### src/rtl/frame_buffer_rw.sv
// frame_buffer_rw: single-port store for one IMG_W x IMG_H frame of DATA_W-bit pixels.
//
// A controller issues read, write, clear or no-op commands through a valid/ready command port.
// Pixels stream in through a valid/ready write port and out through a valid/ready read port.
// Either stream may stall on any beat and the address pointer is held until the beat completes.
//
// Ports:
//   clk        rising-edge clock for all logic
//   rst        synchronous, active-high reset; does not touch the pixel memory
//   cmd_valid  command present
//   cmd_op     00 read, 01 write, 10 clear, 11 no-op
//   cmd_ready  high only while idle; a command is taken on cmd_valid && cmd_ready
//   busy       high while a command is executing
//   done       one-cycle pulse in the cycle after a command completes
//   in_valid   write pixel present
//   in_data    write pixel
//   in_ready   high only while a write command runs
//   out_valid  out_data holds a frame pixel
//   out_data   registered read pixel
//   out_ready  consumer takes out_data
//   out_last   marks the beat carrying the final pixel of the frame
module frame_buffer_rw #(
  parameter int unsigned DATA_W = 8,
  parameter int unsigned IMG_W  = 5,
  parameter int unsigned IMG_H  = 5
) (
  input  logic              clk,
  input  logic              rst,
  input  logic              cmd_valid,
  input  logic [1:0]        cmd_op,
  output logic              cmd_ready,
  output logic              busy,
  output logic              done,
  input  logic              in_valid,
  input  logic [DATA_W-1:0] in_data,
  output logic              in_ready,
  output logic              out_valid,
  output logic [DATA_W-1:0] out_data,
  input  logic              out_ready,
  output logic              out_last
);

  localparam int unsigned DEPTH  = IMG_W * IMG_H;
  localparam int unsigned ADDR_W = (DEPTH > 1) ? $clog2(DEPTH) : 1;

  localparam logic [ADDR_W-1:0] LastAddr = ADDR_W'(DEPTH - 1);

  localparam logic [1:0] OpRead  = 2'b00;
  localparam logic [1:0] OpWrite = 2'b01;
  localparam logic [1:0] OpClear = 2'b10;
  localparam logic [1:0] OpNop   = 2'b11;

  typedef enum logic [1:0] {
    StIdle,
    StWrite,
    StRead,
    StClear
  } state_e;

  state_e state_q, state_d;

  logic [ADDR_W-1:0] addr_q, addr_d;
  logic [ADDR_W-1:0] addr_inc;
  logic              out_valid_q, out_valid_d;
  logic [DATA_W-1:0] out_data_q, out_data_d;
  logic              done_q, done_d;

  logic [DATA_W-1:0] mem [DEPTH];
  logic              mem_we;
  logic [DATA_W-1:0] mem_wdata;

  logic at_last;
  logic wr_fire;
  logic rd_fire;

  assign addr_inc = addr_q + ADDR_W'(1);
  assign at_last  = (addr_q == LastAddr);
  assign wr_fire  = (state_q == StWrite) && in_valid;
  assign rd_fire  = (state_q == StRead) && out_valid_q && out_ready;

  // State and datapath registers.
  always_ff @(posedge clk) begin
    if (rst) begin
      state_q     <= StIdle;
      addr_q      <= '0;
      out_valid_q <= 1'b0;
      out_data_q  <= '0;
      done_q      <= 1'b0;
    end else begin
      state_q     <= state_d;
      addr_q      <= addr_d;
      out_valid_q <= out_valid_d;
      out_data_q  <= out_data_d;
      done_q      <= done_d;
    end
  end

  // Pixel memory has no reset; its contents survive rst.
  always_ff @(posedge clk) begin
    if (mem_we) begin
      mem[addr_q] <= mem_wdata;
    end
  end

  // Next-state logic.
  always_comb begin
    state_d     = state_q;
    addr_d      = addr_q;
    out_valid_d = out_valid_q;
    out_data_d  = out_data_q;
    done_d      = 1'b0;

    unique case (state_q)
      StIdle: begin
        addr_d = '0;
        if (cmd_valid) begin
          unique case (cmd_op)
            OpRead: begin
              // Prefetch pixel 0 so out_valid rises in the first busy cycle.
              state_d     = StRead;
              out_valid_d = 1'b1;
              out_data_d  = mem[0];
            end
            OpWrite: state_d = StWrite;
            OpClear: state_d = StClear;
            OpNop:   done_d  = 1'b1;
            default: state_d = StIdle;
          endcase
        end
      end

      StWrite: begin
        if (wr_fire) begin
          if (at_last) begin
            state_d = StIdle;
            addr_d  = '0;
            done_d  = 1'b1;
          end else begin
            addr_d = addr_inc;
          end
        end
      end

      StRead: begin
        if (rd_fire) begin
          if (at_last) begin
            state_d     = StIdle;
            addr_d      = '0;
            out_valid_d = 1'b0;
            done_d      = 1'b1;
          end else begin
            // Load the next pixel on the accepting edge: no bubble under steady out_ready.
            addr_d     = addr_inc;
            out_data_d = mem[addr_inc];
          end
        end
      end

      StClear: begin
        if (at_last) begin
          state_d = StIdle;
          addr_d  = '0;
          done_d  = 1'b1;
        end else begin
          addr_d = addr_inc;
        end
      end

      default: begin
        state_d     = StIdle;
        addr_d      = '0;
        out_valid_d = 1'b0;
      end
    endcase
  end

  // Outputs.
  always_comb begin
    cmd_ready = (state_q == StIdle);
    busy      = (state_q != StIdle);
    in_ready  = (state_q == StWrite);
    out_valid = out_valid_q;
    out_data  = out_data_q;
    out_last  = out_valid_q && at_last;
    done      = done_q;

    // A write coinciding with rst is dropped so an aborted command leaves memory untouched.
    mem_we    = !rst && (wr_fire || (state_q == StClear));
    mem_wdata = (state_q == StWrite) ? in_data : '0;
  end

  // Interface invariants.
  done_means_idle : assert property (@(posedge clk) disable iff (rst) done |-> cmd_ready);
  last_needs_valid : assert property (@(posedge clk) disable iff (rst) out_last |-> out_valid);
  stall_holds_data : assert property (@(posedge clk) disable iff (rst)
    (out_valid && !out_ready) |=> (out_valid && $stable(out_data) && $stable(out_last)));

endmodule

### config.mk
export PLATFORM = sky130hd
export DESIGN_NAME = frame_buffer_rw
export DESIGN_NICKNAME = d
export VERILOG_FILES = /design/src/rtl/frame_buffer_rw.sv
export SDC_FILE = /design/constraint.sdc
export NUM_CORES = 1
export LEC_CHECK = 0
export BUFFER_PORTS_ARGS = -buffer_cell sky130_fd_sc_hd__buf_2
export CAP_MARGIN = 20
export CORE_ASPECT_RATIO = 1.5
export CORE_MARGIN = 2
export CORE_UTILIZATION = 55
export DETAILED_ROUTE_END_ITERATION = 7
export PLACE_DENSITY = 0.75
export SYNTH_ARGS = -nofsm -noshare
export SYNTH_HDL_FRONTEND = slang
export SYNTH_SLANG_ARGS = --single-unit
export TNS_END_PERCENT = 5
### constraint.sdc
create_clock -name clk -period 2.5 [get_ports clk]
set_input_delay 0.25 -clock clk [delete_from_list [all_inputs] [get_ports clk]]
set_output_delay 0.25 -clock clk [all_outputs]
set_load 0.01 [all_outputs]
==> impl_metrics.py, run 1 <==
metrics = {
    "status": {
        "status": "complete, no violations",
    },
    "place": {
        "dp.cells": 771,
        "place.detailed.hpwl_mm": 12.9,
        "place_congestion": 0.886,
        "port_buffers": 28,
    },
    "sta": {
        "hold_viol": 0,
        "rsz0062_at_grt": "no",
        "timing.fmax_ghz": 0.426,
        "tightest_slew_ns": 1.12,
        "setup_violations": 0,
        "setup_tns_ns": 0,
        "slew_violations": 0,
        "finalCritPeriodShare_pct": 94.0,
        "fin_skew_ns": 0.00707,
        "fin_crit_ns": 2.35,
        "relSlewSlack_pct": 25.6,
    },
    "power_and_ir_drop": {
        "p_leak_nw": 3.35,
        "vdd_drop_max_v": 0.000629,
        "p_per_area_nw_per_um2": 884,
    },
    "layout": {
        "fin_nets": 616,
        "final_cells": 805,
        "drive_gt1_share_pct": 26.0,
        "seq_area_um2": 6350,
        "nFillCells": 1088,
        "final_util_pct": 63.1,
        "multiInputGateArea_um2": 2530,
        "area_growth_pct": 12.0,
        "n_antenna_cell": 0,
    },
    "drt": {
        "dr.first_iter.drc_count": 414,
        "vias": 4904,
        "dr.pass1.iters": 5,
        "wirelength_mm": 19.7,
        "vias_per_cell": 6.09,
        "post_drt_wl_per_cell_um": 24.5,
        "route.detailed.drc": 0,
        "ant_nets": 0,
    },
    "global_route": {
        "grt_pass1_vias": 5054,
        "antenna_found_initial": 0,
        "grt_overflow": 0,
        "grt_max_degree": 37,
        "grt.total_usage_pct": 23.3,
        "grt_pass1_wl_mm": 29.8,
    },
    "floorplan": {
        "die_w_um": 109,
        "io_pins": 29,
        "die_area_um2": 17600,
        "core_area_um2": 16200,
        "die_y_um": 162,
        "row_count": 57,
        "start_util_pct": 56.3,
    },
    "logic_synthesis": {
        "synth.largest_area_cell": "edfxtp_1",
        "seq_area_frac_synth_pct": 69.6,
        "yosys-top-cells-area": "edfxtp_1 66%, mux4_2 11%, dfxtp_1 3.7%",
        "synth-seq-cells": 217,
        "ys_top_cells_by_count": "200 x edfxtp_1, 47 x nand2_1, 44 x mux4_2, 37 x nor2_1, 17 x dfxtp_1",
        "yosys_warnings": 0,
        "synth_edf_count": 200,
        "ys.flop_type": "edfxtp_1",
        "syn-num-nets": 552,
        "async_reset_ff_share_pct": 0,
        "synth.most_common_cell": "edfxtp_1",
        "synth_area_um2": 9120,
        "ys_types": 48,
        "synth_top_area_share_pct": 65.9,
        "avgSynthCellArea_um2": 17.4,
        "synthesis.instances": 523,
    },
    "critical_path": {
        "cp_max_fo": 12,
        "cp_slowest_cell": "ha_1",
        "cp_num_buf_inv": 2,
        "crit_arrival_ns": 2.54,
        "end_kind": "register",
        "crit_path_max_incr_delay_ns": 0.35,
        "worstPathRequired_ns": 2.69,
        "crit_chain": "inv_1, ha_1, a21oi_1, nor2_1, nand2_1, nor4b_2, buf_4",
        "critPathKind": "register to register",
        "crit_family": "simple AND/OR/NAND/NOR gates",
        "critPathLaunchType": "register",
    },
    "run": {
        "drv_cap": 0,
    },
    "clock_network": {
        "cts_sinks": 217,
        "hold_buffers": 0,
        "post_cts_buffers": 0,
        "clock_latency_ns": 0.48,
        "h-tree-depth": 1,
        "numCtsBuffers": 19,
        "clock_path_buffers": 3,
        "cts-root-buf": "clkbuf_16",
        "ctsResizeCount": 0,
        "clk_pin_slew_ns": 0.07,
        "cts_tree": "yes",
    },
    "worst_hold_path": {
        "min_path_type": "input pin to register",
    },
}
-- logic make-up after synthesis --
| kind of cell | Yosys count | synth area share [%] |
|---|---|---|
| AO/OA/AOI/OAI | 53 | 4.56 |
| XOR/XNOR | 2 | 0.604 |
| adder cells (fa/ha/maj) | 14 | 1.92 |
| buffers and inverters | 37 | 2.73 |
| flip-flops | 217 | 69.6 |
| multiplexers | 57 | 13.1 |
| AND/OR/NAND/NOR | 143 | 7.53 |
-- layout by cell type, fill, tap and decap left out, types with 2 or more instances in the layout --
master     count
a21oi_1        8
a311oi_1       7
a31oi_1        3
a32oi_1        9
and2_1         9
buf_12         3
buf_2         28
buf_4         35
clkbuf_1       7
clkbuf_16     19
clkinv_1       2
clkinv_2       3
dfxtp_1       16
edfxtp_1     200
ha_1          13
inv_1         11
inv_2          2
mux2i_1        8
mux4_1         4
mux4_2        44
nand2_1       47
nand2b_1      10
nand3_1       11
nand4_1       12
nor2_1        37
nor3_1         6
o211ai_4       2
o21ai_0       13
o21ai_1        2
or3_1          3
or3_4          2
-- where the power goes --
group / internal [mW] / total, mW / switching [mW]
registers: 4.16 / 4.22 / 0.0546
clock network: 1.44 / 2.64 / 1.21
logic: 0.894 / 2.17 / 1.28
-- final timing paths --
check / startpoint / endpoint / slack, ns / cells after the start
worst max-delay path: state_q[1] / mem[24][6] / 0.15 / 7
worst min-delay path: cmd_valid / done / 0.07 / 3
worst max register to register: state_q[1] / mem[24][6] / 0.15 / 7
worst min register to register: out_data[0] / out_data[0] / 0.50 / 2
-- per-stage QoR --
stage | setup WS (ns) | total power, mW | hold WS, ns | cell area (µm²)
final | 0.151 | 9.03 | 0.0670 | 10200
after global routing | 0.0309 | 9.39 | 0.0825 | 10200
after CTS | 0.166 | 9.09 | 0.0635 | 10200
after detailed placement | 0.183 | 6.47 | 0.497 | 9650
after global placement | 0.244 | 6.44 | 0.489 | 9650
after floorplan | 0.181 | 5.85 | 0.413 | 9130
-- worst min-delay path, cell delays in order --
cell and delay, ns:
buf_2 0.11, a31oi_1 0.08, nor2_1 0.08
-- layout make-up --
type / count / area share, %
timing repair buffer: 67 / 4.68
clock inverter: 6 / 0.294
sequential: 217 / 62.2
tap: 206 / 2.52
inverter: 13 / 0.478
multi-input combinational: 269 / 24.8
clock buffer: 27 / 5.05
-- routing by layer --
layer | up-vias | GRT usage, % | wire length [µm]
li1 | 2189 | - | -
met1 | 2480 | 30.0 | 7470
met2 | 187 | 40.1 | 10400
met3 | 48 | 2.93 | 1100
met4 | 0 | 9.21 | 748
met5 | - | 0 | 0
-- flip-flops by register name (all words and copies together), names as in the netlist --
register / cells
addr_q: 5
state_q: 2
out_data: 8
mem: 200
out_valid: 1
done: 1
(Power assumes the default switching activity.)
==> run 2: changes to the inputs <==
ABC_AREA = 1   (was not set)
==> run 2 against run 1 <==
Wire length is 16% higher. Area after synthesis grew 5.0%. Count of clock-buffer cells in the layout is 3 lower. Worst setup slack gained 0.11 ns. Combinational power up 42%. Register-to-register slack better by 0.11 ns.
==> impl_metrics.py, run 2 <==
metrics = {
    "drt": {
        "ant_nets": 0,
        "vias_per_cell": 5.57,
        "post_drt_wl_per_cell_um": 19.0,
        "wirelength_mm": 22.9,
        "route.detailed.drc": 0,
        "vias": 6723,
        "dr.pass1.iters": 6,
        "dr.first_iter.drc_count": 672,
    },
    "run": {
        "drv_cap": 0,
    },
    "logic_synthesis": {
        "synth-xor-area-share_pct": 0.509,
        "synth-simple-area-share_pct": 20.8,
        "synth.largest_area_cell": "edfxtp_1",
        "synthesis.instances": 930,
        "synth_top_family_by_area": "simple AND/OR/NAND/NOR gates",
        "synth.most_common_cell": "nand2_1",
        "ys_types": 26,
        "synth_compound_area_share_pct": 4.27,
        "synthMuxAreaShare_pct": 0,
        "synth_top_area_share_pct": 62.7,
        "synth_edf_count": 200,
        "synthAdderAreaFrac_pct": 1.83,
        "avgSynthCellArea_um2": 10.3,
        "yosys_warnings": 0,
        "syn-num-nets": 959,
        "async_reset_ff_share_pct": 0,
        "synth_area_um2": 9580,
        "ys_top_cells_by_count": "243 x nand2_1, 200 x edfxtp_1, 129 x nand3_1, 97 x inv_1, 94 x nor2_1",
        "synth-seq-cells": 217,
        "yosys-top-cells-area": "edfxtp_1 63%, nand2_1 9.5%, nand3_1 6.7%",
        "ys.flop_type": "edfxtp_1",
        "seq_area_frac_synth_pct": 66.3,
    },
    "floorplan": {
        "io_pins": 29,
        "die_y_um": 166,
        "die_area_um2": 18500,
        "row_count": 59,
        "core_area_um2": 17200,
        "start_util_pct": 55.7,
        "die_w_um": 112,
    },
    "critical_path": {
        "cp_max_fo": 32,
        "crit_arrival_ns": 2.66,
        "crit_path_max_incr_delay_ns": 0.51,
        "critPathLaunchType": "register",
        "worstPathRequired_ns": 2.92,
        "path_common_cell": "nand3_1",
        "crit_chain": "inv_1, ha_2, inv_1, buf_4, nor2_1, o21ai_0, nand3_1, nand3_1, nand3_1, nand2_1, a21oi_1",
        "cp_slowest_cell": "ha_2",
        "end_kind": "register",
        "critPathKind": "register to register",
    },
    "global_route": {
        "grt_max_degree": 70,
        "grt_pass1_vias": 6493,
        "grt_overflow": 0,
        "grt_pass1_wl_mm": 35.6,
        "antenna_found_initial": 0,
        "grt.total_usage_pct": 24.9,
    },
    "power_and_ir_drop": {
        "finalPower_mw": 10.3,
        "p_per_area_nw_per_um2": 964,
        "vdd_drop_max_v": 0.000634,
        "p_leak_nw": 4.42,
    },
    "sta": {
        "hold_slack_ns": 0.0533,
        "finalCritPeriodShare_pct": 89.5,
        "slew_violations": 0,
        "tightest_slew_ns": 1.06,
        "fin_crit_ns": 2.24,
        "relSlewSlack_pct": 28.9,
        "setup_violations": 0,
        "timing.fmax_ghz": 0.447,
        "hold_viol": 0,
        "rsz0062_at_grt": "no",
        "fin_skew_ns": 0.0180,
        "setup_tns_ns": 0,
    },
    "clock_network": {
        "clock_path_buffers": 3,
        "cts_sinks": 217,
        "cts_tree": "yes",
        "ctsResizeCount": 0,
        "clk_pin_slew_ns": 0.07,
        "h-tree-depth": 1,
        "post_cts_buffers": 0,
        "clock_latency_ns": 0.51,
        "numCtsBuffers": 20,
        "hold_buffers": 0,
        "cts-root-buf": "clkbuf_16",
    },
    "place": {
        "placed_area_um2": 10100,
        "port_buffers": 28,
        "place.detailed.hpwl_mm": 14.5,
        "place_congestion": 0.988,
    },
    "layout": {
        "drive_gt1_share_pct": 11.7,
        "area_growth_pct": 12.0,
        "nFillCells": 1353,
        "largest_register_ffs": 200,
        "seq_area_um2": 6350,
        "final_util_pct": 62.3,
        "multiInputGateArea_um2": 2630,
        "n_antenna_cell": 0,
        "final_area_um2": 10700,
        "mostFrequentLayoutCells": "243 x nand2_1, 200 x edfxtp_1, 129 x nand3_1, 97 x inv_1, 94 x nor2_1",
        "final_common_cell": "nand2_1",
        "fin_nets": 1008,
        "largest-register": "mem",
    },
    "status": {
        "status": "complete, no violations",
    },
    "worst_hold_path": {
        "min_path_type": "input pin to register",
    },
}
==> run 2: metrics by stage <==
stage               cells  worst slack [ns]
global placement     1169             0.368
global route         1206            0.0460
detailed placement   1169             0.323
floorplan             930            0.0234
CTS                  1205             0.276
finish               1206             0.263
==> run 2: power breakdown <==
group / switching, mW / internal (mW)
Combinational: 2.18 / 0.899
Clock: 1.30 / 1.65
Sequential: 0.103 / 4.20
==> run 2: layer usage <==
metal / wire, µm / up-vias / track usage, %
met5: 0 / - / 0
met4: 1150 / 0 / 12.9
met3: 1330 / 68 / 3.40
met2: 11900 / 264 / 43.3
met1: 8530 / 3203 / 30.1
li1: - / 3188 / -
==> run 2: worst max-delay path, delay by kind of cell (launching register included) <==
family	cells	cell delay (ns)
AO/OA/AOI/OAI	2	0.30
AND/OR/NAND/NOR	5	0.56
flip-flops	1	0.37
buffers and inverters	3	0.41
adder cells (fa/ha/maj)	1	0.51
==> run 2: logic make-up (layout without fill, tap and decap cells) <==
group,count (synthesis),after routing
flip-flops,217,217
AND/OR/NAND/NOR,473,473
AO/OA/AOI/OAI,79,79
adder cells (fa/ha/maj),14,14
buffers and inverters,144,207
XOR/XNOR,3,3
==> run 2: layout make-up <==
type / count / share of cell area, %
Inverter: 103 / 3.62
Clock buffer: 24 / 5.01
Timing Repair Buffer: 68 / 4.29
Sequential cell: 217 / 59.2
Clock inverter: 12 / 0.875
Multi-Input combinational cell: 569 / 24.5
Tap cell: 213 / 2.49
==> run 2: path summary, 6_finish.rpt <==
path / endpoint / slack [ns] / depth (start not counted) / startpoint
setup / recovery: out_data[6] / 0.26 / 11 / addr_q[1]
setup reg to reg: out_data[6] / 0.26 / 11 / addr_q[1]
hold / removal: done / 0.05 / 3 / cmd_valid
hold reg to reg: state_q[1] / 0.51 / 2 / state_q[1]
